## src/rtl/fetch_unit.sv

```systemverilog
// VLIW instruction fetch: PC, memory fetch port, bundle FIFO with valid/ready to decode.
// Optional perf counters enabled by defining FETCH_PERF_CNT_EN.
module fetch_unit #(
    parameter logic [31:0] RESET_PC   = 32'h0000_0000,
    parameter int          FIFO_DEPTH = 4
) (
    input  logic         clk,
    input  logic         rst,
    output logic [31:0]  mem_pc_out,
    input  logic [127:0] mem_bundle_in,
    input  logic         halt_in,
    input  logic         redirect_valid,
    input  logic [31:0]  redirect_pc,
    output logic         bundle_valid,
    input  logic         bundle_ready,
    output logic [127:0] bundle_data,
    output logic [31:0]  bundle_pc,
    output logic [31:0]  perf_fetched,
    output logic [31:0]  perf_stall
);
    localparam int          PW     = $clog2(FIFO_DEPTH);
    localparam int          CW     = PW + 1;
    localparam logic [31:0] RST_PC = {RESET_PC[31:4], 4'b0};

    typedef struct packed {
        logic [31:0]  pc;
        logic [127:0] bundle;
    } entry_t;

    entry_t          fifo [FIFO_DEPTH];
    logic [31:0]     pc;
    logic [PW-1:0]   rd_ptr, wr_ptr;
    logic [CW-1:0]   count;
    logic            full, pop, can_enq, enq;

    assign full         = (count == CW'(FIFO_DEPTH));
    assign bundle_valid = (count != '0);
    assign pop          = bundle_valid & bundle_ready;
    assign can_enq      = !halt_in & (!full | pop);
    // Redirect squashes the bundle fetched at the old pc.
    assign enq          = can_enq & !redirect_valid;
    assign mem_pc_out   = pc;

    assign bundle_data  = bundle_valid ? fifo[rd_ptr].bundle : '0;
    assign bundle_pc    = bundle_valid ? fifo[rd_ptr].pc     : '0;

    always_ff @(posedge clk or posedge rst) begin
        if (rst) begin
            pc     <= RST_PC;
            rd_ptr <= '0;
            wr_ptr <= '0;
            count  <= '0;
        end else if (redirect_valid) begin
            pc     <= {redirect_pc[31:4], 4'b0};
            rd_ptr <= '0;
            wr_ptr <= '0;
            count  <= '0;
        end else begin
            if (enq) begin
                pc     <= pc + 32'd16;
                wr_ptr <= wr_ptr + 1'b1;
            end
            if (pop)
                rd_ptr <= rd_ptr + 1'b1;
            if (enq && !pop)
                count <= count + 1'b1;
            else if (!enq && pop)
                count <= count - 1'b1;
        end
    end

    // Storage needs no reset: head outputs are masked by bundle_valid.
    always_ff @(posedge clk) begin
        if (enq)
            fifo[wr_ptr] <= '{pc: pc, bundle: mem_bundle_in};
    end

`ifdef FETCH_PERF_CNT_EN
    logic stall;
    assign stall = !halt_in & !redirect_valid & full & !pop;

    always_ff @(posedge clk or posedge rst) begin
        if (rst) begin
            perf_fetched <= '0;
            perf_stall   <= '0;
        end else begin
            if (enq && perf_fetched != '1)
                perf_fetched <= perf_fetched + 32'd1;
            if (stall && perf_stall != '1)
                perf_stall <= perf_stall + 32'd1;
        end
    end
`else
    assign perf_fetched = '0;
    assign perf_stall   = '0;
`endif

endmodule

```

## config.mk

```make
export PLATFORM = sky130hd
export DESIGN_NAME = fetch_unit
export DESIGN_NICKNAME = d
export VERILOG_FILES = /design/src/rtl/fetch_unit.sv
export SDC_FILE = /design/constraint.sdc
export NUM_CORES = 1
export LEC_CHECK = 0
export BUFFER_PORTS_ARGS = -buffer_cell sky130_fd_sc_hd__buf_2
export CAP_MARGIN = 5
export CORE_MARGIN = 4
export CORE_UTILIZATION = 45
export CTS_CLUSTER_SIZE = 16
export DETAILED_ROUTE_END_ITERATION = 16
export PLACE_DENSITY = 0.72
export SLEW_MARGIN = 10
export SYNTH_ARGS = -nofsm -noshare
export SYNTH_HDL_FRONTEND = slang
export SYNTH_SLANG_ARGS = --single-unit
```

## constraint.sdc

```tcl
create_clock -name clk -period 5.24 [get_ports clk]
set_input_delay 0.786 -clock clk [delete_from_list [all_inputs] [get_ports clk]]
set_output_delay 0.786 -clock clk [all_outputs]
set_load 0.01 [all_outputs]
```

### Word-level counts from Yosys, hierarchy flattened

Memory sizes are Yosys's and may differ from the RTL's.
Cells that the tools add are included.

| word-level totals | value |
|---|---|
| input port bits | 165 |
| register bits | 39 |
| memories | 1 |
| RAM bits | 640 |
| output and inout bits | 257 |

| cells by class | value |
|---|---|
| equal/unequal tests | 1 |
| reduce and logical (&&, ||, !) cells | 11 |
| multiplexer cells | 13 |
| $add $sub $neg | 5 |
| bitwise gates (word level) | 4 |

Memory list:

| memory | depth | width | read ports | clocked after Yosys merged registers in | wr ports | RTL line | text |
|---|---|---|---|---|---|---|---|
| fifo | 4 | 160 | 1 | 0 | 1 | 30 | `entry_t fifo [FIFO_DEPTH];` |

Operators with widths:

| cell | count |
|---|---|
| $mux W128 | 1 |
| $mux W32 | 3 |
| $add A32 B5 Y32 const B | 1 |
| $mux W3 | 3 |
| $mux W2 | 4 |
| $reduce_bool A3 Y1 | 2 |
| $logic_not A1 Y1 | 5 |
| $add A2 B1 Y2 const B | 2 |
| $reduce_bool A2 Y1 | 2 |
| $add A3 B1 Y3 const B | 1 |
| $and A1 B1 Y1 | 3 |
| $eq A3 B3 Y1 const B | 1 |
| $sub A3 B1 Y3 const B | 1 |
| $logic_and A1 B1 Y1 | 2 |
| $mux W1 | 2 |
| $or A1 B1 Y1 | 1 |

### Depth between registers and ports, before layout

| depth | value |
|---|---|
| depth after elaboration | 10 |
| depth in mapped cells | 6 |
| depth with buffers taken out | 6 |

### Least setup slack after synthesis

Ideal clock, no wire load.

| timing path | value |
|---|---|
| path type | input-to-reg |
| start | in halt_in |
| end | mem fifo[1][0] in the netlist's numbering (enable) |
| path buffers | 1 |
| setup slack | -172 ps |
| cell stages on the path | 3 |
| data arrival time | 4,877 ps |
| required time | 4,706 ps |
| cells stage by stage | clkbuf_1 -> nor3_1 -> and2_1 |

| on the way | value |
|---|---|
| longest elaborated chain between the ends | 5 |

Ends and longest elaborated chain:

| item | RTL line | text |
|---|---|---|
| start: declaration | 11 | `input logic halt_in,` |
| $logic_not A1 Y1 | 39 | `assign can_enq = !halt_in & (!full \| pop);` |
| $and A1 B1 Y1 | 39 |  |
| $and A1 B1 Y1 | 41 | `assign enq = can_enq & !redirect_valid;` |
| $mux W1 | 74 | `if (enq)` |
| $mux W1 (not written as such) | 75 | `fifo[wr_ptr] <= '{pc: pc, bundle: mem_bundle_in};` |
| end: declaration | 30 |  |

Every way passes these cells.

### Final worst setup path

| timing path | value |
|---|---|
| start | reg rd_ptr[0] |
| end | out bundle_pc[12] |

| on the way | value |
|---|---|
| longest elaborated chain between the ends | 2 |

Ends and longest elaborated chain:

| item | RTL line | text |
|---|---|---|
| start: declaration | 32 | `logic [PW-1:0] rd_ptr, wr_ptr;` |
| start signal: assignment | 64 | `rd_ptr <= rd_ptr + 1'b1;` |
| $mem_v2 Z4 W160 | - |  |
| $mux W32 | 45 | `assign bundle_pc = bundle_valid ? fifo[rd_ptr].pc : '0;` |
| end: declaration | 17 | `output logic [31:0] bundle_pc,` |

Every way passes these cells.

==> flow_metrics.tcl <==
set metrics [dict create \
    clk_path_buf_depth 3 \
    period_minus_slack_ns 3.61 \
    drive_above_1_share_pct 37.2 \
    finalSetupTns_ns 0 \
    gp_congestion 0.809 \
    insertion_delay_ns 0.58 \
    power.total_mw 14.0 \
    cap_violations 0 \
    gr-total-overflow 0 \
    finalCritPeriodShare_pct 68.9 \
    dieArea_um2 61800 \
    crit_path_cell_trace "buf_4 > mux4_2 > and2_1 > buf_2" \
    synth_seq_area_share_pct 75.2 \
    drtPass1Iterations 5 \
    grt_pass1_wl_um 84900 \
    netlist.area_leader.share_pct 71.9 \
    cts_tree "built" \
    ir_drop_uv 268 \
    reg2reg_to "fifo[1][47]$_DFFE_PP_" \
    antenna_left 0 \
    syn_to_final_growth_pct 18.8 \
    rsz0062_at_grt "no" \
    critPathLaunch "rd_ptr[0]$_DFFE_PP0P_" \
    fin_area_um2 31000 \
    setup_viol 0 \
    yosys.area.top_type "edfxtp_1" \
    routed_wirelength_um 54600 \
    slowest_stage "dfrtp_4" \
    synthFlopType "edfxtp_1" \
    synth_area_um2 26100 \
    hold_buffers 0 \
    power.leakage_nw 10.7 \
    cpPeakStageDelay_ns 0.90 \
    worst_slew_pin_slew_ns 0.986 \
    path_buf_inv 2 \
    dpl.hpwl_um 33500 \
    crit_path_end_kind "output pin" \
    worstSetupStartpointType "flop" \
    vias 13300 \
    hold_path_class "in2async" \
    portBuffers 345 \
    fill_cells 4429 \
    hold_ws_ns 0.306 \
    die_h_um 249 \
    async_flop_share_pct 5.31 \
    netlist_instances 1298 \
    worstReg2RegStart "count[2]$_DFFE_PP0P_" \
    routed_via_density 5.35 \
    avgSynthCellArea_um2 20.1 \
    core_area_um2 56800 \
    synth_seq_cells 659 \
    ios 422 \
    power_density_nw_per_um2 452 \
    grt_usage_pct 17.6 \
    htreeDepth 3 \
    finalHoldViolations 0 \
    cp.required_ns 4.45 \
    synth_edf_count 624 \
    drc_errors 0 \
    status "finished clean" \
    yosysWarnings 0 \
    cts_resized 0 \
    dp_cells 2362 \
    row_count 87 \
    clock.fmax_ghz 0.277 \
    instances_no_fill 2490 \
    cts_buffers 69 \
    synth_area_leaders "edfxtp_1, mux4_2, and2_1" \
    clock-sinks 659 \
    first_iter_violations 877 \
    grt_max_degree 62 \
    max_slew_margin_pct 34.2 \
    critPathMaxFanout 32 \
    ff2ff_path_depth 4 \
    synth_cell_type_count 44 \
    r2r_slack_ns 2.58 \
    path_class "reg2out" \
    final_nets 1848 \
    post_cts_buffers 0 \
    chipWidth_um 249 \
    critical_path.top_delay_family "flip-flops" \
    clkTransAtPathRegs_ns 0.06 \
    arrival_ns 2.82 \
    root_buffer "clkbuf_16" \
    wire_per_inst_um 21.9 \
    grt_pass1_vias 14200 \
    antenna_found_initial 8 \
    place_area_um2 28600 \
    clock_skew_ns 0.0152 \
    start_util_pct 45.9 \
    maxSlewViolCount 0 \
]
## worst max-delay path by stage
stage                             to  slack, ns  cells after the start
6_report               bundle_pc[12]       1.63                      4
5_1_grt              bundle_data[51]       1.42                      4
4_1_cts              bundle_data[52]       1.51                      4
3_5_place_dp   fifo[1][47]$_DFFE_PP_       1.98                      4
3_3_place_gp   fifo[1][23]$_DFFE_PP_       1.99                      4
2_1_floorplan   fifo[0][0]$_DFFE_PP_       1.56                      3
## placed cells by master, fill, tap and decap left out, drive strengths merged, types with 3 or more instances in the layout
| cell | n |
|---|---|
| a21oi | 3 |
| a31oi | 16 |
| and2 | 161 |
| and3 | 3 |
| buf | 374 |
| bufinv | 11 |
| clkbuf | 83 |
| clkinv | 22 |
| clkinvlp | 4 |
| conb | 72 |
| dfrtp | 35 |
| diode | 3 |
| edfxtp | 624 |
| ha | 5 |
| inv | 15 |
| mux4 | 156 |
| nand2 | 19 |
| nand3 | 14 |
| nand4 | 9 |
| nor2 | 22 |
| nor3 | 4 |
| nor4 | 3 |
| o21ai | 18 |
| o31ai | 7 |
| or3 | 9 |
| or4 | 11 |
| xnor2 | 8 |
| xor2 | 3 |
## logic make-up after synthesis
logic type / count (synthesis) / share of synthesized area (%)
and+or+nand+nor: 264 / 6.03
other: 1 / 0.0144
xor gates and xnor gates: 11 / 0.370
buffers and inverters: 147 / 3.23
adders and majority gates: 6 / 0.317
muxes: 159 / 13.6
DFF: 659 / 75.2
AOI/OAI and AO/OA: 51 / 1.20
## through the flow
stage | setup WS [ns] | utilization, %
2_1_floorplan | 1.56 | -
3_3_place_gp | 1.99 | 50.3
3_5_place_dp | 1.98 | 50.3
6_report | 1.63 | 54.5
4_1_cts | 1.51 | 54.5
5_1_grt | 1.42 | 54.5
## state kept, by name, indices dropped and copies added (netlist names)
signal and cells:
count 3, fifo 624, mem_pc_out 28, wr_ptr 2
rd_ptr 2
## layer usage
layer / GRT usage (%) / routed length [um] / vias to the layer above
met5: 0 / 83 / -
met4: 4.36 / 816 / 12
met3: 4.30 / 3920 / 75
met2: 28.7 / 27000 / 510
met1: 24.1 / 22700 / 6936
li1: - / - / 5798
## area by class of cell
type,count,area [um^2],share of cell area [%]
sequential,659,19600,63.3
multi-input combinational,563,5900,19.0
tap,756,946,3.05
inverter,10,37.5,0.121
timing repair buffer,374,2090,6.76
clock buffer,83,1850,5.98
antenna,3,7.51,0.0242
clock inverter,42,522,1.68
## report_power, final
part / leakage, nW / internal [mW] / total, mW / switching (mW)
registers: 6.08 / 6.01 / 6.19 / 0.180
logic: 3.50 / 1.29 / 2.76 / 1.47
clock network: 1.15 / 3.08 / 5.05 / 1.97
total: 10.7 / 10.4 / 14.0 / 3.62
## tightest hold or removal path, cell delays in order
cell	delay, ns
buf_2	0.10
inv_1	0.04
buf_4	0.39
## Yosys cell counts, drive strengths merged (11+ instances only)
cell type  number
a31oi          16
and2          161
nand2          19
dfrtp          35
buf            95
o21ai          18
nor2           22
nand3          14
edfxtp        624
clkbuf         42
mux4          156
or4            11
No activity file was read; power rests on OpenSTA's default activity.
